==> src/rtl/sram_arbiter.sv <==
// Purpose : two-port arbiter and cycle sequencer for the shared 1Mx16 async SRAM.
// Latency : req sampled in IDLE -> ready pulse WAIT_CYCLES+2 cycles later; one access per WAIT_CYCLES+3.
// Backpressure: non-preemptive; a losing or late request simply waits, held high, for the next IDLE.
//
// Ports:
//   Clk, Reset          system clock, synchronous active-high reset
//   req/we/addr/wdata/be 0|1  requester side (port 0 = CPU, port 1 = loader/DMA)
//   rdata, ready0/1     registered read data (shared) and one-cycle completion pulses
//   Mem_CE/UB/LB/OE/WE  active-low SRAM strobes; ADDR address
//   Data_to_SRAM, Data_drive, Data_from_SRAM   pad data path and tristate enable
//
// Optional build macro: ARB_CPU_PRIORITY_EN -- port 0 wins every tie (fixed priority).
// Without it, ties alternate round-robin using last_grant.

module sram_arbiter #(
  parameter int unsigned WAIT_CYCLES = 2  // OE/WE low time per access, 1..15
) (
  input  logic        Clk,
  input  logic        Reset,
  input  logic        req0,
  input  logic        req1,
  input  logic        we0,
  input  logic        we1,
  input  logic [19:0] addr0,
  input  logic [19:0] addr1,
  input  logic [15:0] wdata0,
  input  logic [15:0] wdata1,
  input  logic [1:0]  be0,
  input  logic [1:0]  be1,
  output logic [15:0] rdata,
  output logic        ready0,
  output logic        ready1,
  output logic        Mem_CE,
  output logic        Mem_UB,
  output logic        Mem_LB,
  output logic        Mem_OE,
  output logic        Mem_WE,
  output logic [19:0] ADDR,
  output logic [15:0] Data_to_SRAM,
  output logic        Data_drive,
  input  logic [15:0] Data_from_SRAM
);

  localparam logic [1:0] S_IDLE   = 2'd0;
  localparam logic [1:0] S_SETUP  = 2'd1;
  localparam logic [1:0] S_ACCESS = 2'd2;
  localparam logic [1:0] S_DONE   = 2'd3;

  localparam logic [3:0] WAIT_LOAD = 4'(WAIT_CYCLES - 1);

  logic [1:0]  state;
  logic [3:0]  wait_cnt;
  logic        we_q;
  // Also identifies the port currently being served, since it updates on every grant.
  logic        last_grant;

  logic        pick1;
  logic        sel_we;
  logic [19:0] sel_addr;
  logic [15:0] sel_wdata;
  logic [1:0]  sel_be;
  logic [1:0]  be_eff;

  always_comb begin
    pick1 = 1'b0;
`ifdef ARB_CPU_PRIORITY_EN
    pick1 = req1 & ~req0;
`else
    // On a tie, port 1 wins only if port 0 had the previous grant.
    pick1 = req1 & (~req0 | ~last_grant);
`endif
    sel_we    = pick1 ? we1    : we0;
    sel_addr  = pick1 ? addr1  : addr0;
    sel_wdata = pick1 ? wdata1 : wdata0;
    sel_be    = pick1 ? be1    : be0;
    // No byte lanes selected means a full-word access.
    be_eff    = (sel_be == 2'b00) ? 2'b11 : sel_be;
  end

  always_ff @(posedge Clk) begin
    if (Reset) begin
      state        <= S_IDLE;
      wait_cnt     <= 4'd0;
      we_q         <= 1'b0;
      last_grant   <= 1'b1;
      Mem_CE       <= 1'b1;
      Mem_UB       <= 1'b1;
      Mem_LB       <= 1'b1;
      Mem_OE       <= 1'b1;
      Mem_WE       <= 1'b1;
      Data_drive   <= 1'b0;
      ready0       <= 1'b0;
      ready1       <= 1'b0;
      rdata        <= 16'h0000;
      ADDR         <= 20'h00000;
      Data_to_SRAM <= 16'h0000;
    end else begin
      ready0 <= 1'b0;
      ready1 <= 1'b0;
      case (state)
        S_IDLE: begin
          if (req0 || req1) begin
            // Grant edge: the SETUP-cycle pin values are registered here.
            last_grant   <= pick1;
            we_q         <= sel_we;
            ADDR         <= sel_addr;
            Data_to_SRAM <= sel_wdata;
            Mem_CE       <= 1'b0;
            Mem_UB       <= ~be_eff[1];
            Mem_LB       <= ~be_eff[0];
            Data_drive   <= sel_we;
            state        <= S_SETUP;
          end
        end
        S_SETUP: begin
          wait_cnt <= WAIT_LOAD;
          Mem_OE   <= sel_strobe_off(~we_q);
          Mem_WE   <= sel_strobe_off(we_q);
          state    <= S_ACCESS;
        end
        S_ACCESS: begin
          if (wait_cnt == 4'd0) begin
            Mem_CE <= 1'b1;
            Mem_UB <= 1'b1;
            Mem_LB <= 1'b1;
            Mem_OE <= 1'b1;
            Mem_WE <= 1'b1;
            if (!we_q) begin
              rdata <= Data_from_SRAM;
            end
            ready0 <= ~last_grant;
            ready1 <= last_grant;
            state  <= S_DONE;
          end else begin
            wait_cnt <= wait_cnt - 4'd1;
          end
        end
        S_DONE: begin
          // Write data stays driven one cycle past the WE rising edge for hold time.
          Data_drive <= 1'b0;
          state      <= S_IDLE;
        end
        default: state <= S_IDLE;
      endcase
    end
  end

  // Active-low strobe value: low when the strobe is wanted.
  function automatic logic sel_strobe_off(input logic want);
    return ~want;
  endfunction

endmodule

==> config.mk <==
export PLATFORM = sky130hd
export DESIGN_NAME = sram_arbiter
export DESIGN_NICKNAME = d
export VERILOG_FILES = /design/src/rtl/sram_arbiter.sv
export SDC_FILE = /design/constraint.sdc
export NUM_CORES = 1
export LEC_CHECK = 0
export BUFFER_PORTS_ARGS = -buffer_cell sky130_fd_sc_hd__buf_2
export CORE_MARGIN = 3
export CORE_UTILIZATION = 43
export DETAILED_ROUTE_END_ITERATION = 10
export HOLD_SLACK_MARGIN = 0.06
export MAX_ROUTING_LAYER = met4
export PLACE_DENSITY = 0.78
export SETUP_SLACK_MARGIN = 0.3
export SLEW_MARGIN = 20
export SYNTH_ARGS = -nofsm -noshare
export SYNTH_HDL_FRONTEND = slang
export SYNTH_SLANG_ARGS = --single-unit
export TNS_END_PERCENT = 50
==> constraint.sdc <==
create_clock -name Clk -period 4.7 [get_ports Clk]
set_input_delay 0.705 -clock Clk [delete_from_list [all_inputs] [get_ports Clk]]
set_output_delay 0.705 -clock Clk [all_outputs]
set_load 0.02 [all_outputs]
==> results.sh, run 1 <==
export IMPL_synth_cell_types=37
export IMPL_hold_class="reg -> reg"
export IMPL_synth_simple_gate_area_share_pct=10.6
export IMPL_postRouteAntennaNets=0
export IMPL_ios=158
export IMPL_hold_viol=0
export IMPL_grt_ovfl_total=0
export IMPL_cts_root_buffer="clkbuf_8"
export IMPL_clockBufferDepth=2
export IMPL_via_per_inst=5.27
export IMPL_critical_path_class="reg -> reg"
export IMPL_first_pass_iters=4
export IMPL_synth_compound_area_share_pct=23.2
export IMPL_nNetsFinal=567
export IMPL_dp_hpwl_um=5660
export IMPL_critPathSlowestCell="nor4bb_2"
export IMPL_synth_top_area_share_pct=45.7
export IMPL_ir_drop_v=0.000282
export IMPL_p_total_mw=2.27
export IMPL_yosysSeqAreaShare_pct=45.7
export IMPL_netlist_area_um2=2980
export IMPL_combPwrFrac_pct=42.5
export IMPL_m1WireLength_um=3270
export IMPL_drive_gt1_share_pct=38.8
export IMPL_cp_slowest_stage_delay_ns=0.89
export IMPL_clkTransAtPathRegs_ns=0.06
export IMPL_synthTopCellsByArea="dfxtp_1, mux2i_1, a21oi_1, o21ai_0, nand3b_1"
export IMPL_dieArea_um2=7960
export IMPL_p_leak_nw=1.82
export IMPL_fillers=584
export IMPL_dieHeight_um=89.2
export IMPL_post_cts_buffers=0
export IMPL_ys_ff_latch=68
export IMPL_grt_pass1_wl_um=11700
export IMPL_row_count=29
export IMPL_io_buffer_count=157
export IMPL_setup_violations_final=0
export IMPL_status="finished clean"
export IMPL_rsz0062_at_grt="no"
export IMPL_clk_latency_ns=0.33
export IMPL_drt_wirelength_per_cell_um=14.1
export IMPL_synth_top_family_by_area="compound AO/OA/AOI/OAI gates"
export IMPL_ctsResizeCount=0
export IMPL_synthMuxAreaShare_pct=13.1
export IMPL_synth_xor_area_share_pct=0
export IMPL_power_per_cell_area_nw_per_um2=576
export IMPL_drc_errors=0
export IMPL_htree_levels=3
export IMPL_synthToLayoutAreaGrowth_pct=32.2
export IMPL_critPathMaxFanout=12
export IMPL_yosysTopAreaCell="dfxtp_1"
export IMPL_yosys_warnings=0
export IMPL_ys_flop_type="dfxtp_1"
export IMPL_whs_ns=0.470
export IMPL_wl_met3_um=627
export IMPL_period_minus_slack_ns=2.28
export IMPL_crit_buf_inv=2
export IMPL_initialDrtViolationCount=75
export IMPL_path_delay_family="simple AND/OR/NAND/NOR gates"
export IMPL_synthCells=320
export IMPL_synth_edf_count=0
export IMPL_period_share_pct=48.5
export IMPL_post_route_util_pct=60.3
export IMPL_final_max_slew_viol_count=0
export IMPL_core_area_um2=6530
export IMPL_grtUsageTotal_pct=19.3
export IMPL_fmax_mhz=439
export IMPL_grt_pass1_vias=2566
export IMPL_required_ns=4.95
export IMPL_holdBufCountCts=0
export IMPL_synth_nets=423
export IMPL_vias=2866
export IMPL_async_reset_ff_share_pct=0
export IMPL_worst_pin_slew_ns=0.934
export IMPL_internal_power_mw=1.35
export IMPL_grt_max_degree=78
export IMPL_top_layer_used="met4"
export IMPL_p_seq_share_pct=38.4
export IMPL_route_met2_wl_um=3650
export IMPL_p_sw_mw=0.919
export IMPL_routabilityCongestion=0.740
export IMPL_clock_sinks=68
export IMPL_start_kind="register"
export IMPL_end_kind="register"
export IMPL_p_clk_share_pct=19.1
export IMPL_arrival_ns=2.53
export IMPL_tns_ns=0
export IMPL_cts_buffers=9
export IMPL_syn_avg_cell_area_um2=9.30
export IMPL_synth_adder_area_share_pct=2.10
export IMPL_cts_tree="yes"
export IMPL_die_w_um=89.2
export IMPL_n_antenna_cell=0
export IMPL_skew_ns=0.0103
export IMPL_routed_wl_um=7670
export IMPL_max_cap_viol_count=0
export IMPL_initial_core_util_pct=45.6
export IMPL_path_cells="inv_1 > ha_1 > nor4bb_2 > buf_4 > nand3b_1 > a21oi_1"
export IMPL_antenna_found_initial=0
export IMPL_slew_headroom_pct=36.8
export IMPL_switching_share_pct=40.5
-- worst min-delay path: stages, from the launching register on --
cell     delay [ns]
dfxtp_1        0.30
o21ai_0        0.06
a21oi_1        0.06
-- power groups by stage --
stage	registers, mW	clock network (mW)	logic (mW)
floorplan	1.05	0	0.502
global placement	0.874	0	0.947
detailed placement	0.877	0	0.972
CTS	0.869	0.444	0.972
global route	0.896	0.477	1.07
finish	0.870	0.433	0.965
-- synth_stat cells (3+ instances only) --
master    instances
and3_1            3
mux2i_1          39
nor2_1            5
buf_2             8
o211ai_1          3
nand3b_1         18
a21oi_1          57
or3b_2            4
ha_1              5
inv_1             7
nand2_1           6
o21ai_0          56
clkbuf_1         14
dfxtp_1          68
-- stage by stage --
step / cell area (µm²) / instances / worst slack, ns
after CTS: 3930 / 544 / 2.41
final: 3940 / 544 / 2.42
after global routing: 3940 / 544 / 2.22
after global placement: 3760 / 530 / 2.27
after detailed placement: 3760 / 530 / 2.24
after floorplan: 2980 / 320 / 3.08
-- layout by cell type (no fill, tap or decap), types with 2 or more instances in the layout --
cell type    n
clkbuf_1     2
clkinv_2     2
o21ai_0     56
nor3b_1      2
nand3b_1    18
dfxtp_1     68
ha_1         5
a32oi_1      2
o211ai_1     3
or3b_2       4
mux2i_1     39
nand2_1      6
a21oi_1     57
buf_2      157
inv_1        6
clkbuf_8     9
buf_4        2
nor2_1       5
and3_1       3
-- path summary, 6_finish.rpt --
check | from | end | slack [ns] | cells after the start
min | rdata[5] | rdata[5] | 0.47 | 2
max reg2reg | state[0] | rdata[13] | 2.42 | 6
max | state[0] | rdata[13] | 2.42 | 6
min reg2reg | rdata[5] | rdata[5] | 0.47 | 2
-- cell type report --
cell class              count  area (µm²)  area share [%]
flip-flops and latches     68        1360            34.6
clock buffers              11         131            3.34
repair buffers            159         801            20.3
inverters                   7        26.3           0.668
clock inverters             3        40.0            1.02
multi-input cells         219        1480            37.6
well taps                  77        96.3            2.45
-- per-layer routing --
layer	global-route usage (%)	up-vias
met2	31.1	117
met3	4.88	13
li1	-	1451
met1	23.2	1285
met4	7.31	0
met5	-	-
-- registers in the layout (all words and copies together), names as in the netlist --
signal / count
Mem_CE: 1
Mem_WE: 1
ready0: 1
wait_cnt: 4
last_grant: 1
Mem_UB: 1
rdata: 16
Mem_LB: 1
Data_drive: 1
ADDR: 20
we_q: 1
Data_to_SRAM: 16
ready1: 1
Mem_OE: 1
state: 2
-- kinds of logic after synthesis --
logic type      after synthesis
fa+ha+maj                     5
flops                        68
buf+inv                      33
compound gates              127
simple gates                 48
mux                          39
(Power assumes the default switching activity.)
==> run 2: changes to the inputs <==
- CORE_UTILIZATION: 43 -> 40
- PLACE_DENSITY: 0.78 -> 0.76
- clock period: 4.7 -> 1.9 ns (I/O delays scaled with it)
==> run 2 against run 1 <==
Against the previous run:
- non-clock buffer count up 12
- count of clock-buffer cells in the layout shrank 2
- design area rose by 5.8%
- die area rose by 7.0%
- core utilization shrank 0.96 points
- register-to-register slack lost 2.1 ns
- largest power group unchanged
==> results.sh, run 2 (synthesis gave the netlist of run 1 again) <==
export IMPL_p_clk_share_pct=19.7
export IMPL_largest_register_ffs=20
export IMPL_first_pass_iters=4
export IMPL_fillers=635
export IMPL_holdBufCountCts=0
export IMPL_grt_pass1_wl_um=13700
export IMPL_period_minus_slack_ns=1.56
export IMPL_critical_path_class="reg -> reg"
export IMPL_dieArea_um2=8510
export IMPL_core_area_um2=7020
export IMPL_period_share_pct=81.9
export IMPL_worst_pin_slew_ns=0.421
export IMPL_initialDrtViolationCount=105
export IMPL_status="finished clean"
export IMPL_row_count=30
export IMPL_arrival_ns=1.83
export IMPL_critPathMaxFanout=6
export IMPL_rsz0062_at_grt="no"
export IMPL_switching_share_pct=41.1
export IMPL_regMostFlops="ADDR"
export IMPL_drc_errors=0
export IMPL_dp_hpwl_um=6290
export IMPL_start_kind="register"
export IMPL_worstRegToRegCells=5
export IMPL_reg_top3="ADDR: 20 flops, Data_to_SRAM: 16 flops, rdata: 16 flops"
export IMPL_routed_wl_um=8600
export IMPL_p_sw_mw=2.50
export IMPL_final_max_slew_viol_count=0
export IMPL_grt_ovfl_total=0
export IMPL_n_antenna_cell=0
export IMPL_cts_root_buffer="clkbuf_8"
export IMPL_clk_latency_ns=0.34
export IMPL_ios=158
export IMPL_whs_path_depth=3
export IMPL_skew_ns=0.0134
export IMPL_p_leak_nw=1.90
export IMPL_grt_pass1_vias=2934
export IMPL_combPwrFrac_pct=45.3
export IMPL_reg2reg_from="state[0]"
export IMPL_clock_sinks=68
export IMPL_hp_start="Data_from_SRAM[1]"
export IMPL_slew_headroom_pct=71.8
export IMPL_internal_power_mw=3.58
export IMPL_multi_input_area_um2=1540
export IMPL_final_common_cell="buf_2"
export IMPL_io_buffer_count=157
export IMPL_fmax_mhz=642
export IMPL_nNetsFinal=579
export IMPL_die_w_um=92.3
export IMPL_drt_wirelength_per_cell_um=14.9
export IMPL_ir_drop_v=0.00100
export IMPL_max_cap_viol_count=0
export IMPL_cts_tree="yes"
export IMPL_clockBufferDepth=2
export IMPL_layout_common_cells="buf_2, dfxtp_1, a21oi_1, o21ai_0, mux2i_1"
export IMPL_grt_max_degree=45
export IMPL_synthToLayoutAreaGrowth_pct=39.8
export IMPL_hold_end="rdata[1]"
export IMPL_dieHeight_um=92.3
export IMPL_initial_core_util_pct=42.4
export IMPL_p_total_mw=6.09
export IMPL_cts_buffers=9
export IMPL_p_seq_share_pct=35.1
export IMPL_clkTransAtPathRegs_ns=0.08
export IMPL_via_per_inst=5.15
export IMPL_antenna_found_initial=0
export IMPL_power_per_cell_area_nw_per_um2=1460
export IMPL_post_cts_buffers=0
export IMPL_drive_gt1_share_pct=42.8
export IMPL_vias=2970
export IMPL_hold_class="in -> reg"
export IMPL_ff2ff_setup_slack_ns=0.34
export IMPL_htree_levels=3
export IMPL_r2r_end="Mem_CE"
export IMPL_setup_violations_final=0
export IMPL_postRouteAntennaNets=0
export IMPL_grtUsageTotal_pct=20.6
export IMPL_seq_area_um2=1360
export IMPL_end_kind="register"
export IMPL_required_ns=2.18
export IMPL_tns_ns=0
export IMPL_hold_viol=0
export IMPL_routabilityCongestion=0.821
run 2: through the flow:
stage | setup slack, ns | hold WS [ns] | cell area [µm²] | util, % | cells
floorplan | 0.372 | 0.445 | 2980 | - | 320
global placement | 0.290 | 0.458 | 3880 | 55.3 | 561
detailed placement | 0.195 | 0.465 | 3880 | 55.3 | 561
CTS | 0.272 | 0.191 | 4100 | 58.5 | 577
global route | 0.303 | 0.200 | 4160 | 59.3 | 577
finish | 0.343 | 0.202 | 4160 | 59.3 | 577
run 2: power by group through the flow:
stage | clock network, mW | registers (mW) | logic [mW]
2_1_floorplan | 0 | 2.60 | 1.24
3_3_place_gp | 0 | 2.11 | 2.52
3_5_place_dp | 0 | 2.13 | 2.61
4_1_cts | 1.22 | 2.11 | 2.64
5_1_grt | 1.30 | 2.19 | 3.01
6_report | 1.20 | 2.13 | 2.76
run 2: repair_timing:
item                       in CTS  in global routing
gates resized for setup         5                 14
cloned                          0                  0
pin swaps                       0                  4
setup endpoints to repair      27                 48
run 2: how the worst max path moves through the flow:
stage               depth (start not counted)         from    endpoint
finish                                      5     state[0]      Mem_CE
global route                                4   last_grant  Data_drive
CTS                                         6     state[0]    rdata[4]
detailed placement                          6     state[0]    rdata[4]
global placement                            6     state[0]    rdata[4]
floorplan                                   5  wait_cnt[0]    state[1]
run 2: layout make-up:
| class | count | area share [%] |
|---|---|---|
| clock buffer | 9 | 2.98 |
| inverter | 7 | 0.691 |
| sequential | 68 | 32.8 |
| clock inverter | 7 | 1.80 |
| multi-input combinational | 219 | 37.1 |
| timing repair buffer | 171 | 21.8 |
| tap | 96 | 2.89 |
run 2: critical path, cell delays in order, from the launching register on:
cell	delay, ns
dfxtp_2	0.36
inv_4	0.08
ha_4	0.16
or3b_2	0.47
o211ai_1	0.23
a221o_1	0.20
run 2: routing by layer:
metal / up-vias / global-route usage [%] / wire length [µm] / part of all wire, %
met3: 11 / 5.99 / 657 / 7.6
met5: - / - / 0 / 0
met1: 1355 / 24.3 / 3740 / 43
met2: 128 / 33.5 / 4060 / 47
li1: 1476 / - / - / -
met4: 0 / 7.30 / 138 / 1.6
==> run 3: changes to the inputs <==
- clock period: 1.9 -> 1.4 ns (I/O delays scaled with it)
==> run 3 against run 2 <==
Against the previous run:
- the run now ends with setup timing left
- cell count grew 5.9%
- sequential power is 38% higher
- register-to-register slack worse by 0.40 ns
- setup slack lost 0.40 ns
- non-clock buffer count increased by 34
- total power up 68%
- clock power is 18% higher
- critical path depth rose by 2
- via count up 6.8%
- die area did not move
- design area increased by 19%
- global-route usage up 1.4 points
- largest cell class unchanged
==> results.sh, run 3 (synthesis gave the netlist of run 1 again) <==
export IMPL_postRouteAntennaNets=0
export IMPL_antenna_found_initial=0
export IMPL_ir_drop_v=0.00125
export IMPL_fin_ws_ns=-0.0578
export IMPL_worstRegToRegCells=7
export IMPL_ff2ff_setup_slack_ns=-0.06
export IMPL_hold_end="rdata[5]"
export IMPL_grt_pass1_wl_um=14700
export IMPL_whs_ns=0.134
export IMPL_required_ns=1.66
export IMPL_io_buffer_count=157
export IMPL_routabilityCongestion=0.830
export IMPL_cts_root_buffer="clkbuf_8"
export IMPL_final_common_cell="buf_2"
export IMPL_clkTransAtPathRegs_ns=0.08
export IMPL_clock_sinks=68
export IMPL_dieArea_um2=8510
export IMPL_power_per_cell_area_nw_per_um2=2060
export IMPL_dp_hpwl_um=6170
export IMPL_whs_path_depth=3
export IMPL_critPathSlowestCell="dfxtp_2"
export IMPL_place_area_um2=4100
export IMPL_via_per_inst=5.19
export IMPL_die_w_um=92.3
export IMPL_period_minus_slack_ns=1.46
export IMPL_multi_input_area_um2=1800
export IMPL_path_cells="inv_2 > ha_4 > nor4bb_4 > buf_6 > clkbuf_16 > nand3b_1 > a21oi_1"
export IMPL_crit_start="wait_cnt[0]"
export IMPL_finalNonFillerCells=611
export IMPL_p_sw_mw=4.04
export IMPL_fillers=510
export IMPL_violations="setup timing"
export IMPL_post_route_cell_area_um2=4970
export IMPL_p_seq_share_pct=28.6
export IMPL_rsz0062_at_grt="yes"
export IMPL_synthToLayoutAreaGrowth_pct=67.0
export IMPL_status="finished with violations"
export IMPL_grt_pass1_vias=3167
export IMPL_start_kind="register"
export IMPL_slew_headroom_pct=74.2
export IMPL_routed_wl_um=9870
export IMPL_hold_viol=0
export IMPL_nNetsFinal=613
export IMPL_p_leak_nw=2.20
export IMPL_seq_area_um2=1370
export IMPL_layout_common_cells="buf_2, dfxtp_1, a21oi_1"
export IMPL_p_total_mw=10.2
export IMPL_drc_errors=0
export IMPL_end_kind="register"
export IMPL_internal_power_mw=6.20
export IMPL_clockBufferDepth=2
export IMPL_skew_ns=0.0145
export IMPL_grt_max_degree=35
export IMPL_period_share_pct=104
export IMPL_cp_slowest_stage_delay_ns=0.33
export IMPL_critPathMaxFanout=9
export IMPL_reg2reg_from="wait_cnt[0]"
export IMPL_final_max_slew_viol_count=0
export IMPL_row_count=30
export IMPL_critical_path_class="reg -> reg"
export IMPL_switching_share_pct=39.4
export IMPL_largest_register_ffs=20
export IMPL_reg_top3="ADDR: 20 flops, Data_to_SRAM: 16 flops, rdata: 16 flops"
export IMPL_p_clk_share_pct=13.7
export IMPL_r2r_end="rdata[0]"
export IMPL_dieHeight_um=92.3
export IMPL_cts_buffers=9
export IMPL_tns_ns=-0.544
export IMPL_combPwrFrac_pct=57.7
export IMPL_drt_wirelength_per_cell_um=16.2
export IMPL_vias=3173
export IMPL_grt_ovfl_total=0
export IMPL_first_pass_iters=4
export IMPL_max_cap_viol_count=0
export IMPL_drive_gt1_share_pct=56.5
export IMPL_dp_cells=568
export IMPL_n_antenna_cell=0
export IMPL_worst_pin_slew_ns=0.387
export IMPL_core_area_um2=7020
export IMPL_setup_violations_final=19
export IMPL_grtUsageTotal_pct=22.0
export IMPL_hold_class="in -> reg"
export IMPL_hp_start="Data_from_SRAM[5]"
export IMPL_htree_levels=3
export IMPL_clk_latency_ns=0.34
export IMPL_regMostFlops="ADDR"
export IMPL_initialDrtViolationCount=79
export IMPL_fmax_mhz=686
export IMPL_initial_core_util_pct=42.4
export IMPL_dpl_worst_slack_ns=-0.0792
export IMPL_cts_tree="yes"
export IMPL_arrival_ns=1.72
export IMPL_ios=158
export IMPL_post_route_util_pct=70.8
[run 3: cell types whose count changed in the layout (fill, tap and decap cells not counted), moves of 4 or more]
cell	delta
mux2i_1	-11
buf_4	+18
a21oi_2	+16
buf_2	-9
a21oi_1	-17
mux2i_2	+7
o21ai_2	+7
buf_12	+6
clkbuf_16	+5
mux2i_4	+4
o21ai_0	-18
o21ai_1	+10
buf_6	+8
buf_16	+5
[run 3: worst max-delay path: cells and delay by family (launching register included)]
family,cells,cell delay (ns)
buffers and inverters,3,0.39
flip-flops,1,0.33
AND/OR/NAND/NOR,2,0.37
AO/OA/AOI/OAI,1,0.13
adder cells (fa/ha/maj),1,0.16
[run 3: what timing repair did]
action | 4_1_cts | 5_1_grt
hold buffers | 0 | 0
setup buffers | 12 | 5
endpoints found under the setup margin | 67 | 76
hold endpoints to repair | 0 | 0
resized for setup | 45 | 36
pin swaps | 42 | 16
cloned | 6 | 4
[run 3: power groups by stage]
stage | clock [mW] | combinational, mW | sequential, mW
floorplan | 0 | 2.10 | 3.56
CTS | 1.45 | 5.16 | 2.90
global placement | 0 | 3.95 | 2.87
finish | 1.41 | 5.90 | 2.93
global route | 1.55 | 6.29 | 2.99
detailed placement | 0 | 4.05 | 2.89
[run 3: how the worst max path moves through the flow]
stage	end	depth (start not counted)
after global routing	rdata[0]	7
after floorplan	Mem_CE	4
after detailed placement	Mem_CE	5
after global placement	Mem_CE	5
after CTS	Mem_LB	6
final	rdata[0]	7
[run 3: routing by layer]
| metal | track usage [%] | up-vias | wire length [µm] |
|---|---|---|---|
| li1 | - | 1542 | - |
| met1 | 25.6 | 1454 | 4110 |
| met2 | 36.8 | 149 | 4790 |
| met3 | 5.17 | 28 | 716 |
| met4 | 8.79 | 0 | 250 |
| met5 | - | - | 0 |
[run 3: layout make-up]
type	count	share of cell area [%]
sequential	68	27.6
clock buffer	11	2.84
multi-input combinational	219	36.1
clock inverter	5	0.554
timing repair buffer	205	29.9
inverter	7	0.629
tap	96	2.42
